## config.mk

```make
export PLATFORM = sky130hd
export DESIGN_NAME = mc_control_unit_flat
export DESIGN_NICKNAME = d
export VERILOG_FILES = /design/src/rtl/mc_control_unit_if.sv /design/src/rtl/mc_control_unit.sv /design/src/flat_wrapper.sv
export SDC_FILE = /design/constraint.sdc
export NUM_CORES = 1
export LEC_CHECK = 0
export ABC_CLOCK_PERIOD_IN_PS = 5250
export CORE_MARGIN = 2
export CORE_UTILIZATION = 53
export DETAILED_ROUTE_END_ITERATION = 12
export PLACE_DENSITY = 0.88
export REMOVE_ABC_BUFFERS = 1
export SYNTH_ARGS = -nofsm -noshare
export SYNTH_HDL_FRONTEND = slang
export SYNTH_SLANG_ARGS = --single-unit
```

## constraint.sdc

```tcl
create_clock -name clk -period 5.25 [get_ports clk]
set_clock_uncertainty 0.15 [all_clocks]
set_input_delay 1.05 -clock clk [delete_from_list [all_inputs] [get_ports clk]]
set_output_delay 1.05 -clock clk [all_outputs]
set_load 0.005 [all_outputs]
```

## src/rtl/mc_control_unit_if.sv

```systemverilog
// Control-unit <-> datapath bundle: decoded instruction fields in, strobes and mux selects out.
// Latency: pure wiring; timing is set by whoever drives each side.
// Backpressure: none; memory stalls are modelled by the control unit's MEM_WAIT wait states.
interface mc_control_unit_if #(
  parameter int CNT_W = 32
);
  // Instruction fields and ALU status supplied by the datapath
  logic [5:0]       op;
  logic [5:0]       Funct;
  logic             Zero;

  // Strobes and mux selects driven by the control unit
  logic             PCen;
  logic             IorD;
  logic             Ori;
  logic             MemWrite;
  logic             IRWrite;
  logic             RegDst;
  logic             MemtoReg;
  logic             RegWrite;
  logic             ALUSrcA;
  logic             PCsrc;
  logic [1:0]       ALUSrcB;
  logic [2:0]       ALUControl;

  // Status
  logic             illegal_o;
  logic [CNT_W-1:0] instr_cnt_o;

  // Control-unit side
  modport master (
    input  op, Funct, Zero,
    output PCen, IorD, Ori, MemWrite, IRWrite, RegDst, MemtoReg, RegWrite,
           ALUSrcA, PCsrc, ALUSrcB, ALUControl, illegal_o, instr_cnt_o
  );

  // Datapath side
  modport slave (
    output op, Funct, Zero,
    input  PCen, IorD, Ori, MemWrite, IRWrite, RegDst, MemtoReg, RegWrite,
           ALUSrcA, PCsrc, ALUSrcB, ALUControl, illegal_o, instr_cnt_o
  );
endinterface

```

## src/rtl/mc_control_unit.sv

```systemverilog
// Multicycle MIPS-style control FSM with memory wait states, sticky illegal trap and retire counter.
// Latency (W = MEM_WAIT): R/imm W+4, lw 2W+5, sw 2W+4, beq/bne W+3 cycles; outputs are combinational from state.
// Backpressure: none; FETCH/MEMRD/MEMWR dwell W+1 cycles. Optional bne support: define MC_CTRL_BNE_EN.
module mc_control_unit #(
  parameter int MEM_WAIT = 0,   // 0..15
  parameter int CNT_W    = 32
) (
  input  logic             clk,
  input  logic             reset,
  mc_control_unit_if.master bus
);

  typedef enum logic [3:0] {
    S_FETCH,
    S_DECODE,
    S_EXEC,
    S_ALUWB,
    S_MEMADR,
    S_MEMRD,
    S_MEMWB,
    S_MEMWR,
    S_IEXEC,
    S_IWB,
    S_BRANCH,
    S_TRAP
  } state_t;

  localparam logic [3:0] LP_WAIT = 4'(MEM_WAIT);

  localparam logic [5:0] LP_OP_RTYPE = 6'b000000;
  localparam logic [5:0] LP_OP_LW    = 6'b100011;
  localparam logic [5:0] LP_OP_SW    = 6'b101011;
  localparam logic [5:0] LP_OP_BEQ   = 6'b000100;
  localparam logic [5:0] LP_OP_ADDI  = 6'b001000;
  localparam logic [5:0] LP_OP_ORI   = 6'b001101;
  localparam logic [5:0] LP_OP_IN    = 6'b111111;
`ifdef MC_CTRL_BNE_EN
  localparam logic [5:0] LP_OP_BNE   = 6'b000101;
`else
`endif

  localparam logic [5:0] LP_FN_ADD = 6'b100000;
  localparam logic [5:0] LP_FN_SUB = 6'b100010;
  localparam logic [5:0] LP_FN_AND = 6'b100100;
  localparam logic [5:0] LP_FN_OR  = 6'b100101;
  localparam logic [5:0] LP_FN_SLT = 6'b101010;

  localparam logic [2:0] LP_ALU_AND = 3'b000;
  localparam logic [2:0] LP_ALU_OR  = 3'b001;
  localparam logic [2:0] LP_ALU_ADD = 3'b010;
  localparam logic [2:0] LP_ALU_SUB = 3'b110;
  localparam logic [2:0] LP_ALU_SLT = 3'b111;

  state_t           r_state;
  state_t           w_state_nxt;
  logic [3:0]       r_wait_cnt;
  logic             r_illegal;
  logic [CNT_W-1:0] r_instr_cnt;

  logic             w_wait_done;
  logic             w_mem_state;
  logic             w_retire;
  logic             w_funct_ok;
  logic [2:0]       w_funct_alu;

  logic             w_pc_en;
  logic             w_iord;
  logic             w_ori;
  logic             w_mem_write;
  logic             w_ir_write;
  logic             w_reg_dst;
  logic             w_mem_to_reg;
  logic             w_reg_write;
  logic             w_alu_src_a;
  logic             w_pc_src;
  logic [1:0]       w_alu_src_b;
  logic [2:0]       w_alu_ctl;

  // Final cycle of a memory-facing state: the only cycle its strobe may fire
  assign w_wait_done = (r_wait_cnt == LP_WAIT);
  assign w_mem_state = (r_state == S_FETCH) || (r_state == S_MEMRD) || (r_state == S_MEMWR);

  // R-type function decode; unknown Funct values are flagged so EXEC can trap
  always_comb begin
    w_funct_ok  = 1'b1;
    w_funct_alu = LP_ALU_ADD;
    case (bus.Funct)
      LP_FN_ADD: w_funct_alu = LP_ALU_ADD;
      LP_FN_SUB: w_funct_alu = LP_ALU_SUB;
      LP_FN_AND: w_funct_alu = LP_ALU_AND;
      LP_FN_OR:  w_funct_alu = LP_ALU_OR;
      LP_FN_SLT: w_funct_alu = LP_ALU_SLT;
      default: begin
        w_funct_ok  = 1'b0;
        w_funct_alu = LP_ALU_AND;
      end
    endcase
  end

  // Next-state and datapath control decode; everything defaults to 0 / stay
  always_comb begin
    w_state_nxt  = r_state;
    w_retire     = 1'b0;
    w_pc_en      = 1'b0;
    w_iord       = 1'b0;
    w_ori        = 1'b0;
    w_mem_write  = 1'b0;
    w_ir_write   = 1'b0;
    w_reg_dst    = 1'b0;
    w_mem_to_reg = 1'b0;
    w_reg_write  = 1'b0;
    w_alu_src_a  = 1'b0;
    w_pc_src     = 1'b0;
    w_alu_src_b  = 2'b00;
    w_alu_ctl    = LP_ALU_AND;

    case (r_state)
      S_FETCH: begin
        // PC + 4 computed every cycle; only the last wait cycle latches IR and PC
        w_alu_src_b = 2'b01;
        w_alu_ctl   = LP_ALU_ADD;
        if (w_wait_done) begin
          w_pc_en     = 1'b1;
          w_ir_write  = 1'b1;
          w_state_nxt = S_DECODE;
        end
      end

      S_DECODE: begin
        // Speculative branch target PC + (SignImm << 2) lands in ALU_o
        w_alu_src_b = 2'b11;
        w_alu_ctl   = LP_ALU_ADD;
        case (bus.op)
          LP_OP_RTYPE:          w_state_nxt = S_EXEC;
          LP_OP_LW, LP_OP_SW:   w_state_nxt = S_MEMADR;
          LP_OP_BEQ:            w_state_nxt = S_BRANCH;
`ifdef MC_CTRL_BNE_EN
          LP_OP_BNE:            w_state_nxt = S_BRANCH;
`else
`endif
          LP_OP_ADDI, LP_OP_ORI,
          LP_OP_IN:             w_state_nxt = S_IEXEC;
          default:              w_state_nxt = S_TRAP;
        endcase
      end

      S_EXEC: begin
        w_alu_src_a = 1'b1;
        w_alu_src_b = 2'b00;
        w_alu_ctl   = w_funct_alu;
        w_state_nxt = w_funct_ok ? S_ALUWB : S_TRAP;
      end

      S_ALUWB: begin
        w_reg_dst   = 1'b1;
        w_reg_write = 1'b1;
        w_retire    = 1'b1;
        w_state_nxt = S_FETCH;
      end

      S_MEMADR: begin
        w_alu_src_a = 1'b1;
        w_alu_src_b = 2'b10;
        w_alu_ctl   = LP_ALU_ADD;
        w_state_nxt = (bus.op == LP_OP_LW) ? S_MEMRD : S_MEMWR;
      end

      S_MEMRD: begin
        // Address held on ALU_o for the whole access
        w_iord = 1'b1;
        if (w_wait_done) begin
          w_state_nxt = S_MEMWB;
        end
      end

      S_MEMWB: begin
        w_iord       = 1'b1;
        w_mem_to_reg = 1'b1;
        w_reg_write  = 1'b1;
        w_retire     = 1'b1;
        w_state_nxt  = S_FETCH;
      end

      S_MEMWR: begin
        w_iord = 1'b1;
        if (w_wait_done) begin
          w_mem_write = 1'b1;
          w_retire    = 1'b1;
          w_state_nxt = S_FETCH;
        end
      end

      S_IEXEC: begin
        // IN reuses the addi path with the immediate taken from GPIO
        w_alu_src_a = 1'b1;
        w_alu_src_b = 2'b10;
        w_alu_ctl   = (bus.op == LP_OP_ORI) ? LP_ALU_OR : LP_ALU_ADD;
        w_ori       = (bus.op == LP_OP_IN);
        w_state_nxt = S_IWB;
      end

      S_IWB: begin
        // Ori kept so the GPIO-derived value stays selected through write-back
        w_ori       = (bus.op == LP_OP_IN);
        w_reg_write = 1'b1;
        w_retire    = 1'b1;
        w_state_nxt = S_FETCH;
      end

      S_BRANCH: begin
        w_alu_src_a = 1'b1;
        w_alu_src_b = 2'b00;
        w_alu_ctl   = LP_ALU_SUB;
        w_pc_src    = 1'b1;
`ifdef MC_CTRL_BNE_EN
        w_pc_en     = (bus.op == LP_OP_BNE) ? ~bus.Zero : bus.Zero;
`else
        w_pc_en     = bus.Zero;
`endif
        w_retire    = 1'b1;
        w_state_nxt = S_FETCH;
      end

      S_TRAP: begin
        // Parked until reset; all controls stay at their defaults
        w_state_nxt = S_TRAP;
      end

      default: begin
        w_state_nxt = S_FETCH;
      end
    endcase
  end

  // State register
  always_ff @(posedge clk) begin
    if (reset) begin
      r_state <= S_FETCH;
    end else begin
      r_state <= w_state_nxt;
    end
  end

  // Wait-state counter: runs 0..MEM_WAIT inside memory states, cleared elsewhere
  always_ff @(posedge clk) begin
    if (reset) begin
      r_wait_cnt <= 4'd0;
    end else if (w_mem_state && !w_wait_done) begin
      r_wait_cnt <= r_wait_cnt + 4'd1;
    end else begin
      r_wait_cnt <= 4'd0;
    end
  end

  // Sticky trap flag, raised as the FSM enters TRAP
  always_ff @(posedge clk) begin
    if (reset) begin
      r_illegal <= 1'b0;
    end else if (w_state_nxt == S_TRAP) begin
      r_illegal <= 1'b1;
    end
  end

  // Retired-instruction counter, wraps naturally at 2^CNT_W
  always_ff @(posedge clk) begin
    if (reset) begin
      r_instr_cnt <= '0;
    end else if (w_retire) begin
      r_instr_cnt <= r_instr_cnt + {{(CNT_W-1){1'b0}}, 1'b1};
    end
  end

  // Architectural-state strobes are suppressed during reset so an abandoned instruction leaves no trace
  assign bus.PCen        = w_pc_en     & ~reset;
  assign bus.IRWrite     = w_ir_write  & ~reset;
  assign bus.MemWrite    = w_mem_write & ~reset;
  assign bus.RegWrite    = w_reg_write & ~reset;
  assign bus.IorD        = w_iord;
  assign bus.Ori         = w_ori;
  assign bus.RegDst      = w_reg_dst;
  assign bus.MemtoReg    = w_mem_to_reg;
  assign bus.ALUSrcA     = w_alu_src_a;
  assign bus.PCsrc       = w_pc_src;
  assign bus.ALUSrcB     = w_alu_src_b;
  assign bus.ALUControl  = w_alu_ctl;
  assign bus.illegal_o   = r_illegal;
  assign bus.instr_cnt_o = r_instr_cnt;

endmodule

```

## src/flat_wrapper.sv

```systemverilog
// flat-port wrapper written by rule: the top's interface ports become plain ports
module mc_control_unit_flat 
#(
  parameter int MEM_WAIT = 0,           
  parameter int CNT_W    = 32
)
  (clk, reset, bus_op, bus_Funct, bus_Zero, bus_PCen, bus_IorD, bus_Ori, bus_MemWrite, bus_IRWrite, bus_RegDst, bus_MemtoReg, bus_RegWrite, bus_ALUSrcA, bus_PCsrc, bus_ALUSrcB, bus_ALUControl, bus_illegal_o, bus_instr_cnt_o);
  mc_control_unit_if #(.CNT_W(CNT_W)) bus_i ();
  input  logic clk;
  input  logic reset;
  input wire logic [$bits(bus_i.op)-1:0] bus_op;
  input wire logic [$bits(bus_i.Funct)-1:0] bus_Funct;
  input wire logic [$bits(bus_i.Zero)-1:0] bus_Zero;
  output wire logic [$bits(bus_i.PCen)-1:0] bus_PCen;
  output wire logic [$bits(bus_i.IorD)-1:0] bus_IorD;
  output wire logic [$bits(bus_i.Ori)-1:0] bus_Ori;
  output wire logic [$bits(bus_i.MemWrite)-1:0] bus_MemWrite;
  output wire logic [$bits(bus_i.IRWrite)-1:0] bus_IRWrite;
  output wire logic [$bits(bus_i.RegDst)-1:0] bus_RegDst;
  output wire logic [$bits(bus_i.MemtoReg)-1:0] bus_MemtoReg;
  output wire logic [$bits(bus_i.RegWrite)-1:0] bus_RegWrite;
  output wire logic [$bits(bus_i.ALUSrcA)-1:0] bus_ALUSrcA;
  output wire logic [$bits(bus_i.PCsrc)-1:0] bus_PCsrc;
  output wire logic [$bits(bus_i.ALUSrcB)-1:0] bus_ALUSrcB;
  output wire logic [$bits(bus_i.ALUControl)-1:0] bus_ALUControl;
  output wire logic [$bits(bus_i.illegal_o)-1:0] bus_illegal_o;
  output wire logic [$bits(bus_i.instr_cnt_o)-1:0] bus_instr_cnt_o;
  assign bus_i.op = bus_op;
  assign bus_i.Funct = bus_Funct;
  assign bus_i.Zero = bus_Zero;
  assign bus_PCen = bus_i.PCen;
  assign bus_IorD = bus_i.IorD;
  assign bus_Ori = bus_i.Ori;
  assign bus_MemWrite = bus_i.MemWrite;
  assign bus_IRWrite = bus_i.IRWrite;
  assign bus_RegDst = bus_i.RegDst;
  assign bus_MemtoReg = bus_i.MemtoReg;
  assign bus_RegWrite = bus_i.RegWrite;
  assign bus_ALUSrcA = bus_i.ALUSrcA;
  assign bus_PCsrc = bus_i.PCsrc;
  assign bus_ALUSrcB = bus_i.ALUSrcB;
  assign bus_ALUControl = bus_i.ALUControl;
  assign bus_illegal_o = bus_i.illegal_o;
  assign bus_instr_cnt_o = bus_i.instr_cnt_o;
  mc_control_unit #(.MEM_WAIT(MEM_WAIT), .CNT_W(CNT_W)) u_core (.clk(clk), .reset(reset), .bus(bus_i));
endmodule
```

Word level (Yosys, flattened, before mapping)
Index checks and enable logic that the tools add are counted.
Widths: inputs -> output; s select.
{ "totals": {"register_bits": 41, "inputBits": 15, "out_inout_bits": 48} }
{ "classes": {"n_addsub": 2, "n_eq_ne": 23, "n_mux": 24, "n_bitwise": 6, "reduce_logical": 18} }
{ "ops": {"columns": ["operator", "count"], "rows": [
  ["$eq 6x6->1 const B", 8],
  ["$add 32x1->32 const B", 1],
  ["$pmux 4 s8", 1],
  ["$pmux 3 s4", 2],
  ["$eq 4x4->1 const B", 5],
  ["$eq 4x3->1 const B", 4],
  ["$mux 4", 4],
  ["$pmux 4 s4", 1],
  ["$eq 6x4->1 const B", 2],
  ["$reduce_or 3->1", 4],
  ["$mux 1", 11],
  ["$eq 4x2->1 const B", 2],
  ["$logic_not 4->1", 2],
  ["$reduce_or 2->1", 4],
  ["$reduce_or 4->1", 2],
  ["$eq 6x3->1 const B", 1],
  ["$logic_not 6->1", 1],
  ["$pmux 2 s3", 1],
  ["$reduce_or 5->1", 1],
  ["$add 4x1->4 const B", 1],
  ["$and 1x1->1", 4],
  ["$eq 4x1->1 const B", 1],
  ["$mux 2", 2],
  ["$pmux 1 s2", 2],
  ["other kinds (4)", 6]
]} }

Logic depth before layout (Yosys ltp)
{ "logic_depth": {"word_depth": 6, "ltp_mapped": 9} }

Least setup slack after synthesis
OpenSTA, ideal clock, no wires.
{ "synth_path": {"path_kind": "input-to-output", "startpoint": "input bus_op[1]", "endpoint": "output bus_ALUControl[1]", "arrival_ps": 1856, "t_required_ps": 4050, "path_slack_ps": 2194, "cell_stages": 4, "cell_sequence": "or3_1 > nor3_1 > nor2_1 > a22o_1"} }
{ "synth_via": {"elab_chain_len": 3} }
{ "synth_rtl": {"columns": ["element", "line_no", "text"], "rows": [
  ["from (decl)", "flat_wrapper.sv:11", "input wire logic [$bits(bus_i.op)-1:0] bus_op;"],
  ["$eq 6x4->1", "mc_control_unit.sv:197", "w_alu_ctl = (bus.op == LP_OP_ORI) ? LP_ALU_OR : LP_ALU_ADD;"],
  ["$mux 2", "mc_control_unit.sv:197", null],
  ["$pmux 3 s4", "mc_control_unit.sv:117", "case (r_state)"],
  ["to (decl)", "flat_wrapper.sv:25", "output wire logic [$bits(bus_i.ALUControl)-1:0] bus_ALUControl;"]
]} }
Every way passes these cells.

Final worst setup path
{ "layout_path": {"startpoint": "input bus_op[1]", "endpoint": "output bus_ALUControl[0]"} }
The elaborated chain is that of the path after synthesis.

==> flow_metrics.env <==
export IMPL_worst_slack_ps=1110
export IMPL_crit_required_ps=4050
export IMPL_hold_end="u_core.bus.illegal_o"
export IMPL_cts_root_buf="clkbuf_8"
export IMPL_power_density_nw_per_um2=290
export IMPL_slowest_stage="clkdlybuf4s50_1"
export IMPL_clkTransAtPathRegs_ps=80
export IMPL_final_common_cell="clkdlybuf4s50_1"
export IMPL_path_max_fanout=4
export IMPL_wl_per_cell_um=14.3
export IMPL_antenna_found_initial=0
export IMPL_ys_ff_latch=41
export IMPL_hold_violations=0
export IMPL_cts_num_sinks=41
export IMPL_track_usage_pct=23.3
export IMPL_endpoint_kind="primary output"
export IMPL_rr_endpoint="u_core.bus.instr_cnt_o[28]"
export IMPL_dp_hpwl_um=4000
export IMPL_rrSetupSlack_ps=2420
export IMPL_viasPerCell=6.17
export IMPL_portBuffers=62
export IMPL_max_freq_mhz=242
export IMPL_finalNetCount=369
export IMPL_area_delta_synth_final_pct=28.6
export IMPL_setup_viol=0
export IMPL_synth_flop_cell="dfxtp_1"
export IMPL_startpoint_type="input port"
export IMPL_cp_num_buf_inv=2
export IMPL_ys_async_sr_fraction_pct=0
export IMPL_min_path_cells=2
export IMPL_path_cells="clkdlybuf4s50_1 -> or3_1 -> nor3_1 -> a32oi_1 -> nor3_1 -> clkdlybuf4s50_1"
export IMPL_slowest_delay_ps=530
export IMPL_post_route_period_util_pct=78.9
export IMPL_ant_nets=0
export IMPL_place_ws_ps=1120
export IMPL_synth_cells=301
export IMPL_cpLargestDelayFamily="buffers and inverters"
export IMPL_status="finished clean"
export IMPL_post_cts_setup_buffers=0
export IMPL_maxCapViolations=0
export IMPL_maxSlewViolCount=0
export IMPL_num_io_pins=63
export IMPL_gp_congestion=0.963
export IMPL_start_util_pct=55.2
export IMPL_cts_buffers=5
export IMPL_die_x_um=71.3
export IMPL_synth_enable_flop_cells=0
export IMPL_fin_util_pct=70.9
export IMPL_hp_start="u_core.bus.illegal_o"
export IMPL_p_leak_uw=0.000962
export IMPL_die_area_um2=5090
export IMPL_h_tree_depth=2
export IMPL_rsz0062_at_grt="false"
export IMPL_drt_iter0_markers=187
export IMPL_vias=2494
export IMPL_finalWirelength_um=5760
export IMPL_avgSynthCellArea_um2=7.98
export IMPL_reg2reg_depth=5
export IMPL_clock_latency_ps=290
export IMPL_hp_class="flip-flop to flip-flop"
export IMPL_route_detailed_drc=0
export IMPL_grt_pass1_vias=2241
export IMPL_ctsHoldBuffers=0
export IMPL_peakVddDrop_mv=0.197
export IMPL_period_needed_ps=4140
export IMPL_coreArea_um2=4350
export IMPL_fp_dieH_um=71.3
export IMPL_first_pass_iters=4
export IMPL_worst_setup_path_type="input port to primary output"
export IMPL_layout_drive_gt1_share_pct=4.83
export IMPL_placed_cells=396
export IMPL_syn_area_um2=2400
export IMPL_fin_cells=404
export IMPL_diodes=0
export IMPL_ys_warn_count=0
export IMPL_cts_tree="done"
export IMPL_grt_pass1_wl_um=9800
export IMPL_grt_max_degree=39
export IMPL_clockBufferDepth=2
export IMPL_ctsResizeCount=0
export IMPL_reg2reg_from="u_core.r_state[1]"
export IMPL_mostFrequentLayoutCells="clkdlybuf4s50_1 (62), dfxtp_1 (41), a21oi_1 (37)"
export IMPL_tightest_slew_ps=1030
export IMPL_rows=24
export IMPL_critPathArrivalTime_ps=2940
export IMPL_setup_tns_final_ps=0
export IMPL_overflow=0
export IMPL_seq_area_frac_synth_pct=34.2
export IMPL_ys_types=55
export IMPL_slew_headroom_pct=31.2
state kept, by name (all words and copies together), names as in the netlist:
register	cells
u_core.bus.illegal_o	1
u_core.bus.instr_cnt_o	32
u_core.r_state	4
u_core.r_wait_cnt	4
through the flow:
step / total power, uW / area [um^2] / hold slack, ps
after floorplan: 550 / 2310 / 280
after global placement: 692 / 3010 / 297
after detailed placement: 694 / 3010 / 292
after CTS: 894 / 3090 / 317
after global routing: 943 / 3090 / 350
final: 895 / 3090 / 314
cells by family (layout without fill, tap and decap cells):
kind of cell | Yosys count | in the layout | synth area share, %
and+or+nand+nor | 126 | 126 | 30.9
muxes | 2 | 2 | 0.885
adders and majority gates | 3 | 3 | 1.56
AOI/OAI and AO/OA | 91 | 91 | 24.7
xor gates and xnor gates | 6 | 6 | 2.19
buffers and inverters | 32 | 83 | 5.57
DFF | 41 | 41 | 34.2
synth_stat cells, types with 2 or more instances:
master / n / area (um^2)
buf_2: 5 / 25.0
a31oi_1: 4 / 25.0
and4_1: 4 / 35.0
nor2b_1: 3 / 18.8
nand3_1: 11 / 55.1
inv_1: 12 / 45.0
ha_1: 3 / 37.5
nor4_1: 3 / 18.8
a32oi_1: 2 / 17.5
dfxtp_1: 41 / 821
or3_1: 10 / 62.6
and2_1: 2 / 12.5
nor3_1: 5 / 25.0
xor2_1: 3 / 26.3
nor3b_1: 2 / 15.0
a211oi_1: 2 / 15.0
xnor2_1: 3 / 26.3
o21ai_0: 9 / 45.0
clkbuf_1: 13 / 48.8
or4_1: 20 / 150
nor2_1: 26 / 97.6
nand2b_1: 9 / 56.3
a21oi_1: 37 / 185
o211ai_1: 3 / 22.5
o31ai_1: 19 / 143
nand4_1: 7 / 43.8
nand2_1: 15 / 56.3
metal layers:
metal  up-vias  global-route usage, %  wire length [um]
met5         -                      0                 0
met4         0                   7.55                56
met3         6                   5.49               273
met2        64                   36.4              2690
met1      1177                   31.8              2750
li1       1247                      -                 -
worst reg2reg max path: cells and delay by family (launching register included):
kind | cells | cell delay (ps)
compound gates | 3 | 1040
simple gates | 2 | 870
flops | 1 | 720
where the power goes:
group / switching [uW] / internal [uW] / leakage, uW
Combinational: 141 / 167 / 0.000586
Clock: 106 / 92.2 / 0.0000450
Sequential: 59.5 / 330 / 0.000331
Total: 306 / 589 / 0.000962
worst max path at each step:
stage	slack (ps)	cells after the start	endpoint	from
6_report	1110	6	bus_ALUControl[0]	bus_op[1]
3_5_place_dp	1120	6	bus_ALUControl[0]	bus_op[1]
3_3_place_gp	1200	6	bus_ALUControl[0]	bus_op[1]
5_1_grt	1010	6	bus_ALUControl[0]	bus_op[1]
2_1_floorplan	2190	4	bus_ALUControl[1]	bus_op[1]
4_1_cts	1120	6	bus_ALUControl[0]	bus_op[1]
layout make-up:
class	instances	area, um^2
well taps	52	65.1
inverters	12	45.0
flip-flops and latches	41	821
repair buffers	63	628
multi-input cells	228	1450
fillers	342	1260
clock buffers	6	72.6
clock inverters	2	10.0
Power figures use the tool's default switching activity.
